===== src/rtl/hog_job_sequencer.sv =====
// hog_job_sequencer: host job FSM that sequences pixel load, image scaling and HOG feature extraction
module hog_job_sequencer #(
  parameter int IMAGE_SIZE = 18495,
  parameter int TO_W = 24,
  parameter logic [TO_W-1:0] TIMEOUT = 24'hFFFFFF
) (
  input  logic        aclk,
  input  logic        rst,
  input  logic        cmd_start,
  input  logic        cmd_abort,
  input  logic        cmd_ack,
  input  logic        load_wr,
  input  logic        scaling_finish,
  input  logic        write_feature_done,
  input  logic        histogram_done,
  output logic        scale_start,
  output logic        host_wr_allow,
  output logic        host_rd_allow,
  output logic        busy,
  output logic        done,
  output logic        err,
  output logic [1:0]  err_code,
  output logic [2:0]  state,
  output logic        hist_seen,
  output logic [14:0] pix_cnt,
  output logic [31:0] cycle_cnt
);
  localparam logic [2:0] S_IDLE = 3'd0;
  localparam logic [2:0] S_LOAD = 3'd1;
  localparam logic [2:0] S_SCALE = 3'd2;
  localparam logic [2:0] S_HOG = 3'd3;
  localparam logic [2:0] S_DONE = 3'd4;
  localparam logic [2:0] S_ERR = 3'd5;
  localparam logic [14:0] LAST = 15'(IMAGE_SIZE);
  localparam logic [TO_W-1:0] WD_LAST = TIMEOUT - TO_W'(1);
  logic [2:0] nx, nrm;
  logic [1:0] nx_code;
  logic [TO_W-1:0] wd;
  logic active, jobbing, accept, entry;
  always_comb begin
    active = (state == S_SCALE) || (state == S_HOG);
    jobbing = active || (state == S_LOAD);
    accept = (state == S_IDLE) && cmd_start;
    case (state)
      S_IDLE:  nrm = cmd_start ? S_LOAD : S_IDLE;
      S_LOAD:  nrm = (load_wr && pix_cnt == LAST) ? S_SCALE : S_LOAD;
      S_SCALE: nrm = scaling_finish ? (write_feature_done ? S_DONE : S_HOG) : S_SCALE;
      S_HOG:   nrm = write_feature_done ? S_DONE : S_HOG;
      S_DONE:  nrm = cmd_ack ? S_IDLE : S_DONE;
      S_ERR:   nrm = cmd_ack ? S_IDLE : S_ERR;
      default: nrm = S_IDLE;
    endcase
    nx = nrm;
    nx_code = accept ? 2'b00 : err_code;
    if (cmd_abort && jobbing) begin
      nx = S_ERR;
      nx_code = 2'b11;
    end else if (active && wd == WD_LAST && nrm == state) begin
      nx = S_ERR;
      nx_code = (state == S_SCALE) ? 2'b01 : 2'b10;
    end
    entry = (nx != state) && (nx == S_SCALE || nx == S_HOG);
  end
  always_ff @(posedge aclk) begin
    if (rst) begin
      state <= S_IDLE;
      err_code <= 2'b00;
      scale_start <= 1'b0;
      busy <= 1'b0;
      done <= 1'b0;
      err <= 1'b0;
      host_wr_allow <= 1'b0;
      host_rd_allow <= 1'b1;
      hist_seen <= 1'b0;
      pix_cnt <= '0;
      cycle_cnt <= '0;
      wd <= '0;
    end else begin
      state <= nx;
      err_code <= nx_code;
      scale_start <= (nx == S_SCALE) && (state != S_SCALE);
      busy <= (nx == S_LOAD) || (nx == S_SCALE) || (nx == S_HOG);
      done <= nx == S_DONE;
      err <= nx == S_ERR;
      host_wr_allow <= nx == S_LOAD;
      host_rd_allow <= (nx == S_IDLE) || (nx == S_DONE);
      if (accept) begin
        pix_cnt <= '0;
        cycle_cnt <= '0;
        hist_seen <= 1'b0;
        wd <= '0;
      end else begin
        if (state == S_LOAD && load_wr && pix_cnt != '1) pix_cnt <= pix_cnt + 15'd1;
        if (active && cycle_cnt != '1) cycle_cnt <= cycle_cnt + 32'd1;
        if (active && histogram_done) hist_seen <= 1'b1;
        wd <= entry ? '0 : active ? wd + TO_W'(1) : wd;
      end
    end
  end
endmodule

===== config.mk =====
export PLATFORM = sky130hd
export DESIGN_NAME = hog_job_sequencer
export DESIGN_NICKNAME = d
export VERILOG_FILES = /design/src/rtl/hog_job_sequencer.sv
export SDC_FILE = /design/constraint.sdc
export NUM_CORES = 1
export LEC_CHECK = 0
export CAP_MARGIN = 20
export CORE_MARGIN = 4
export CORE_UTILIZATION = 50
export CTS_BUF_LIST = sky130_fd_sc_hd__clkbuf_16
export DETAILED_ROUTE_END_ITERATION = 16
export PLACE_DENSITY_LB_ADDON = 0.3
export RECOVER_POWER = 50
export SETUP_SLACK_MARGIN = 0.5
export SLEW_MARGIN = 20
export SYNTH_ARGS = -nofsm -noshare
export SYNTH_HDL_FRONTEND = slang
export SYNTH_SLANG_ARGS = --single-unit

===== constraint.sdc =====
create_clock -name aclk -period 2.1 [get_ports aclk]
set_input_delay 0.42 -clock aclk [delete_from_list [all_inputs] [get_ports aclk]]
set_output_delay 0.42 -clock aclk [all_outputs]
set_load 0.02 [all_outputs]

==> out/qor.yml, run 1 <==
pwr:
  power_w: 0.00341
  vdd_ir_drop_max_v: 0.000434
  power_leakage_nw: 2.70
  power_density_nw_per_um2: 513
worst_setup_path:
  r2r_end: "wd[22]"
  slowest_delay_ns: 0.54
  cp.arrival_ns: 2.23
  crit_type: "reg2reg"
  worstPathCellList: "nand4_4, or2_4, or4_4, nor3_2, xnor2_1, nor2_2"
  cp_max_fo: 5
  critPathTopFamily: "simple AND/OR/NAND/NOR gates"
  reg2reg_slack_ns: 0.10
  r2r-start: "wd[5]"
  worstPathRequired_ns: 2.33
  r2r_cells: 6
  end_kind: "flop"
  critPathLaunchType: "flop"
  crit_buf_inv: 0
  slowest_stage: "or4_4"
global_routing:
  globalRoute.busiestLayer: "met2"
  met3_usage_pct: 4.79
  first_global_vias: 4206
  grt_overflow_total: 0
  gr-usage-met2_pct: 44.5
  met1_usage_pct: 32.2
  grt_max_degree: 23
  grt_pass1_wl_mm: 20.9
  antenna_found_initial: 0
  grt_usage_pct: 26.4
layout:
  layout_commonest_cell: "buf_4"
  area_growth_syn_to_layout_pct: 64.0
  drive_gt1_share_pct: 41.2
  nets: 656
  mostFrequentLayoutCells: "buf_4 (79), dfxtp_1 (70), dlygate4sd2_1 (63), nor2_1 (56), xor2_1 (32)"
  fillers: 404
timing:
  rsz0062_at_grt: "true"
  fin_crit_ns: 2.00
  tightest_slew_ns: 0.520
  finalSetupTns_ns: 0
  setup_violations: 0
  slew_headroom_pct: 65.4
  max_freq_mhz: 501
  hold_viol: 0
  fin_worst_skew_ns: 0.00726
  fin_crit_sh_pct: 95.1
  drv_slew: 0
die:
  die_x_um: 98.1
  die-area_um2: 9610
  die_h_um: 98.1
  floorplan.initialDensity_pct: 51.9
  core-area_um2: 7810
  rows: 32
  ioPinCount: 68
synth:
  synthFlopType: "dfxtp_1"
  seq_area_frac_synth_pct: 41.0
  muxShareOfSynthArea_pct: 1.27
  synth_cell_types: 63
  synth_compound_area_share_pct: 7.47
  async_flop_share_pct: 0
  synth_xor_area_share_pct: 12.3
  yosysWarnings: 0
  syn_nets: 486
  synth_cells: 473
  synth_edf_count: 0
  synthSimpleGateAreaFrac_pct: 33.5
  ys_ff_latch: 83
  syn_area_um2: 4060
  synthAdderAreaFrac_pct: 1.23
  syn_area_per_cell_um2: 8.57
  synth_top_family_by_area: "simple AND/OR/NAND/NOR gates"
clock_network:
  path_clk_slew_ns: 0.06
  root_buffer: "clkbuf_16"
  insertion_delay_ns: 0.34
  ctsHoldBuffers: 0
  htree_levels: 3
  cts.sinks: 83
  cts_tree: "built"
  numCtsBuffers: 9
  clk_path_buf_depth: 2
drt:
  wl_per_cell_um: 21.2
  drt_iter0_drc: 328
  drc: 0
  route.vias.total: 4539
  wl_mm: 15.9
  routed_via_density: 6.04
  drtPass1Iterations: 6
  ant_nets: 0
placement:
  gp_congestion: 0.916
  portBuffers: 67
  hpwlAfterDp_mm: 7.10
hold_path:
  holdPathStages: 2
  holdCritPathClass: "reg2reg"
  whs_endpoint: "hist_seen"
  holdCritStartpoint: "hist_seen"
status:
  outcome: "complete, no violations"
run:
  drv_cap: 0
worst max-delay path by stage:
| stage | depth (start not counted) | slack [ns] | end | startpoint |
|---|---|---|---|---|
| after floorplan | 7 | 0.33 | err_code[1] | state[2] |
| after global placement | 8 | -0.07 | wd[15] | scaling_finish |
| after detailed placement | 8 | -0.15 | wd[21] | scaling_finish |
| after CTS | 6 | 0.27 | wd[22] | wd[8] |
| after global routing | 8 | -0.02 | wd[1] | wd[0] |
| final | 6 | 0.10 | wd[22] | wd[5] |
cell usage after synthesis, types with 2 or more instances:
cell	n	area, um2
a211oi_1	2	15.0
a21oi_1	14	70.1
and2_1	3	18.8
and3_1	9	56.3
and3b_1	2	17.5
and4_1	9	78.8
buf_2	10	50.1
buf_6	2	22.5
clkbuf_1	5	18.8
dfxtp_1	83	1660
ha_1	4	50.1
inv_1	10	37.5
mux2i_1	4	40.0
nand2_1	32	120
nand2b_1	6	37.5
nand3_1	25	125
nand4_1	26	163
nand4_2	3	37.5
nor2_1	84	315
nor2b_1	4	25.0
nor3_1	14	70.1
nor3b_1	2	15.0
nor4_1	5	31.3
nor4_2	2	25.0
nor4b_1	2	17.5
o21ai_0	7	35.0
o21ai_1	2	10.0
or2_1	6	37.5
or3_1	6	37.5
or4_1	2	15.0
xnor2_1	25	219
xor2_1	32	280
metal layers:
metal | up-vias | share of wire, %
met4 | 0 | 4.9
li1 | 2010 | -
met3 | 75 | 7.4
met1 | 2192 | 38
met2 | 262 | 50
met5 | - | 0
power by group:
group | leakage [nW] | switching, W | internal (W)
combinational | 1.89 | 0.000202 | 0.000150
sequential | 0.678 | 0.0000140 | 0.00159
clock | 0.135 | 0.000673 | 0.000787
total | 2.70 | 0.000889 | 0.00252
metrics by stage:
step | cells | setup slack [ns] | cell area [um2] | hold slack (ns) | utilization, %
3_5_place_dp | 650 | -0.148 | 5180 | 0.467 | 66.3
5_1_grt | 750 | -0.0161 | 6650 | 0.512 | 85.1
6_report | 751 | 0.102 | 6650 | 0.475 | 85.2
2_1_floorplan | 473 | 0.325 | 4300 | 0.470 | -
3_3_place_gp | 650 | -0.0675 | 5180 | 0.453 | 66.3
4_1_cts | 725 | 0.271 | 6180 | 0.475 | 79.1
timing repair:
| item | 4_1_cts | 5_1_grt |
|---|---|---|
| buffers inserted | 56 | 25 |
| gates resized for setup | 161 | 97 |
| setup endpoints to repair | 142 | 86 |
| gates cloned | 3 | 0 |
| pin swaps | 61 | 52 |
kinds of logic after synthesis:
group                      count (synthesis)
and+or+nand+nor                          254
DFF                                       83
xor gates and xnor gates                  57
AOI/OAI and AO/OA                         42
buffers and inverters                     28
muxes                                      5
adders and majority gates                  4
cell type report:
class                      instances  area (um2)  share of cell area [%]
tap                              102         128                    1.92
sequential                        83        1690                    25.4
timing repair buffer             176        1490                    22.4
inverter                          10        40.0                   0.602
clock inverter                     7        37.5                   0.564
antenna                            1        2.50                  0.0376
clock buffer                       9         225                    3.39
multi-input combinational        363        3040                    45.6
tightest hold or removal path, cell delays in order (launching register included):
cell and delay, ns:
dfxtp_1 0.33, a21oi_1 0.04, nor2_1 0.07
sequential cells by signal, summed over array words and instances, names as in the netlist, 2 cells and up:
signal     cells
state          3
pix_cnt       15
wd            24
err_code       2
cycle_cnt     32
(Power assumes the default switching activity.)
==> run 2, diff against run 1 <==
--- a/config.mk
+++ b/config.mk
@@ -17,3 +17,4 @@
 export SYNTH_ARGS = -nofsm -noshare
 export SYNTH_HDL_FRONTEND = slang
 export SYNTH_SLANG_ARGS = --single-unit
+export TNS_END_PERCENT = 5
==> run 2 against run 1 <==
  * Hold slack worse by 0.0094 ns
  * Routed wire length decreased by 28%
  * Combinational power fell by 17%
  * Critical path type is now reg2out
  * Clock power hardly changed
  * Largest power group unchanged
==> out/qor.yml, run 2 (synthesis gave the netlist of run 1 again) <==
global_routing:
  grt_pass1_wl_mm: 18.0
  antenna_found_initial: 0
  first_global_vias: 3782
  grt_max_degree: 24
  grt_overflow_total: 0
  grt_usage_pct: 22.4
timing:
  drv_slew: 0
  rsz0062_at_grt: "true"
  slew_headroom_pct: 73.8
  max_freq_mhz: 514
  tightest_slew_ns: 0.390
  holdWs_ns: 0.466
  fin_crit_sh_pct: 92.7
  setup_violations: 0
  fin_crit_ns: 1.95
  hold_viol: 0
  fin_worst_skew_ns: 0.00633
clock_network:
  ctsHoldBuffers: 0
  htree_levels: 3
  numCtsBuffers: 9
  cts.sinks: 83
  insertion_delay_ns: 0.34
  path_clk_slew_ns: 0.06
  root_buffer: "clkbuf_16"
  cts_tree: "built"
  clk_path_buf_depth: 2
hold_path:
  whs_endpoint: "hist_seen"
  holdPathStages: 2
  holdCritPathClass: "reg2reg"
  holdCritStartpoint: "hist_seen"
placement:
  hpwlAfterDp_mm: 7.36
  gp_congestion: 0.890
  place_area_um2: 5160
  portBuffers: 67
die:
  floorplan.initialDensity_pct: 51.9
  core-area_um2: 7810
  die_x_um: 98.1
  die-area_um2: 9610
  ioPinCount: 68
  rows: 32
  die_h_um: 98.1
status:
  outcome: "complete, no violations"
drt:
  ant_nets: 0
  routed_via_density: 5.65
  route.vias.total: 3928
  drc: 0
  wl_per_cell_um: 16.4
  wl_mm: 11.4
  drt_iter0_drc: 253
  drtPass1Iterations: 5
pwr:
  power_leakage_nw: 2.22
  vdd_ir_drop_max_v: 0.000431
  power_density_nw_per_um2: 573
  power_w: 0.00336
layout:
  nets: 601
  mostFrequentLayoutCells: "nor2_1 (76), buf_4 (47), dfxtp_1 (39), xor2_1 (32)"
  design_area_um2: 5870
  area_growth_syn_to_layout_pct: 44.7
  fillers: 530
  largest_register: "cycle_cnt"
  layout_commonest_cell: "nor2_1"
  largest_register_ffs: 32
  antenna_cells: 0
  largestRegisters: "cycle_cnt x32, wd x24, pix_cnt x15"
  post-route-util_pct: 75.2
  drive_gt1_share_pct: 29.5
worst_setup_path:
  r2r-start: "state[1]"
  slowest_delay_ns: 0.67
  crit_buf_inv: 1
  worstPathCellList: "clkdlybuf4s50_1"
  crit_type: "reg2out"
  end_kind: "primary output"
  worstPathRequired_ns: 1.68
  r2r_cells: 7
  slowest_stage: "clkdlybuf4s50_1"
  cp.depth: 1
  cp.arrival_ns: 1.53
  critPathTopFamily: "buffers and inverters"
  critPathLaunchType: "flop"
  reg2reg_slack_ns: 0.18
  r2r_end: "wd[12]"
  cp_max_fo: 14
run:
  drv_cap: 0
## run 2: stage by stage
stage / setup slack (ns) / cells / setup TNS [ns]
after global routing: 0.0548 / 695 / 0
final: 0.153 / 695 / 0
after CTS: 0.252 / 682 / 0
after global placement: -0.104 / 656 / -2.21
after detailed placement: -0.138 / 656 / -3.11
after floorplan: 0.325 / 473 / 0
## run 2: power breakdown
part | switching, W | internal [W] | total [W]
registers | 0.0000173 | 0.00158 | 0.00159
logic | 0.000160 | 0.000131 | 0.000291
clock network | 0.000673 | 0.000807 | 0.00148
total | 0.000850 | 0.00251 | 0.00336
## run 2: worst max-delay path by stage
stage                         startpoint            end  slack, ns
after floorplan                 state[2]    err_code[1]       0.33
after global placement    scaling_finish         wd[21]      -0.10
after detailed placement  scaling_finish         wd[18]      -0.14
after CTS                  cycle_cnt[23]  cycle_cnt[23]       0.25
after global routing            state[1]         wd[12]       0.05
final                           state[1]       state[1]       0.15
## run 2: timing repair
item / CTS / global route
buffers inserted: 8 / 13
gates cloned: 2 / 0
setup endpoints to repair: 142 / 142
pin swaps: 19 / 17
resized for setup: 38 / 46
## run 2: final cells by class
type                    count  area [um2]  share of cell area [%]
clock inverters             7        51.3                   0.874
repair buffers            122        1090                    18.6
clock buffers               9         225                    3.84
flip-flops and latches     83        1750                    29.8
multi-input cells         362        2590                    44.1
inverters                  10        37.5                   0.640
well taps                 102         128                    2.17
## run 2: layer usage
layer | GRT usage, % | share of wire (%) | vias to the layer above
met5 | 0 | 0 | -
met4 | 6.39 | 1.2 | 0
met3 | 3.64 | 4.4 | 13
met2 | 38.2 | 52 | 127
met1 | 29.4 | 43 | 1896
li1 | - | - | 1892
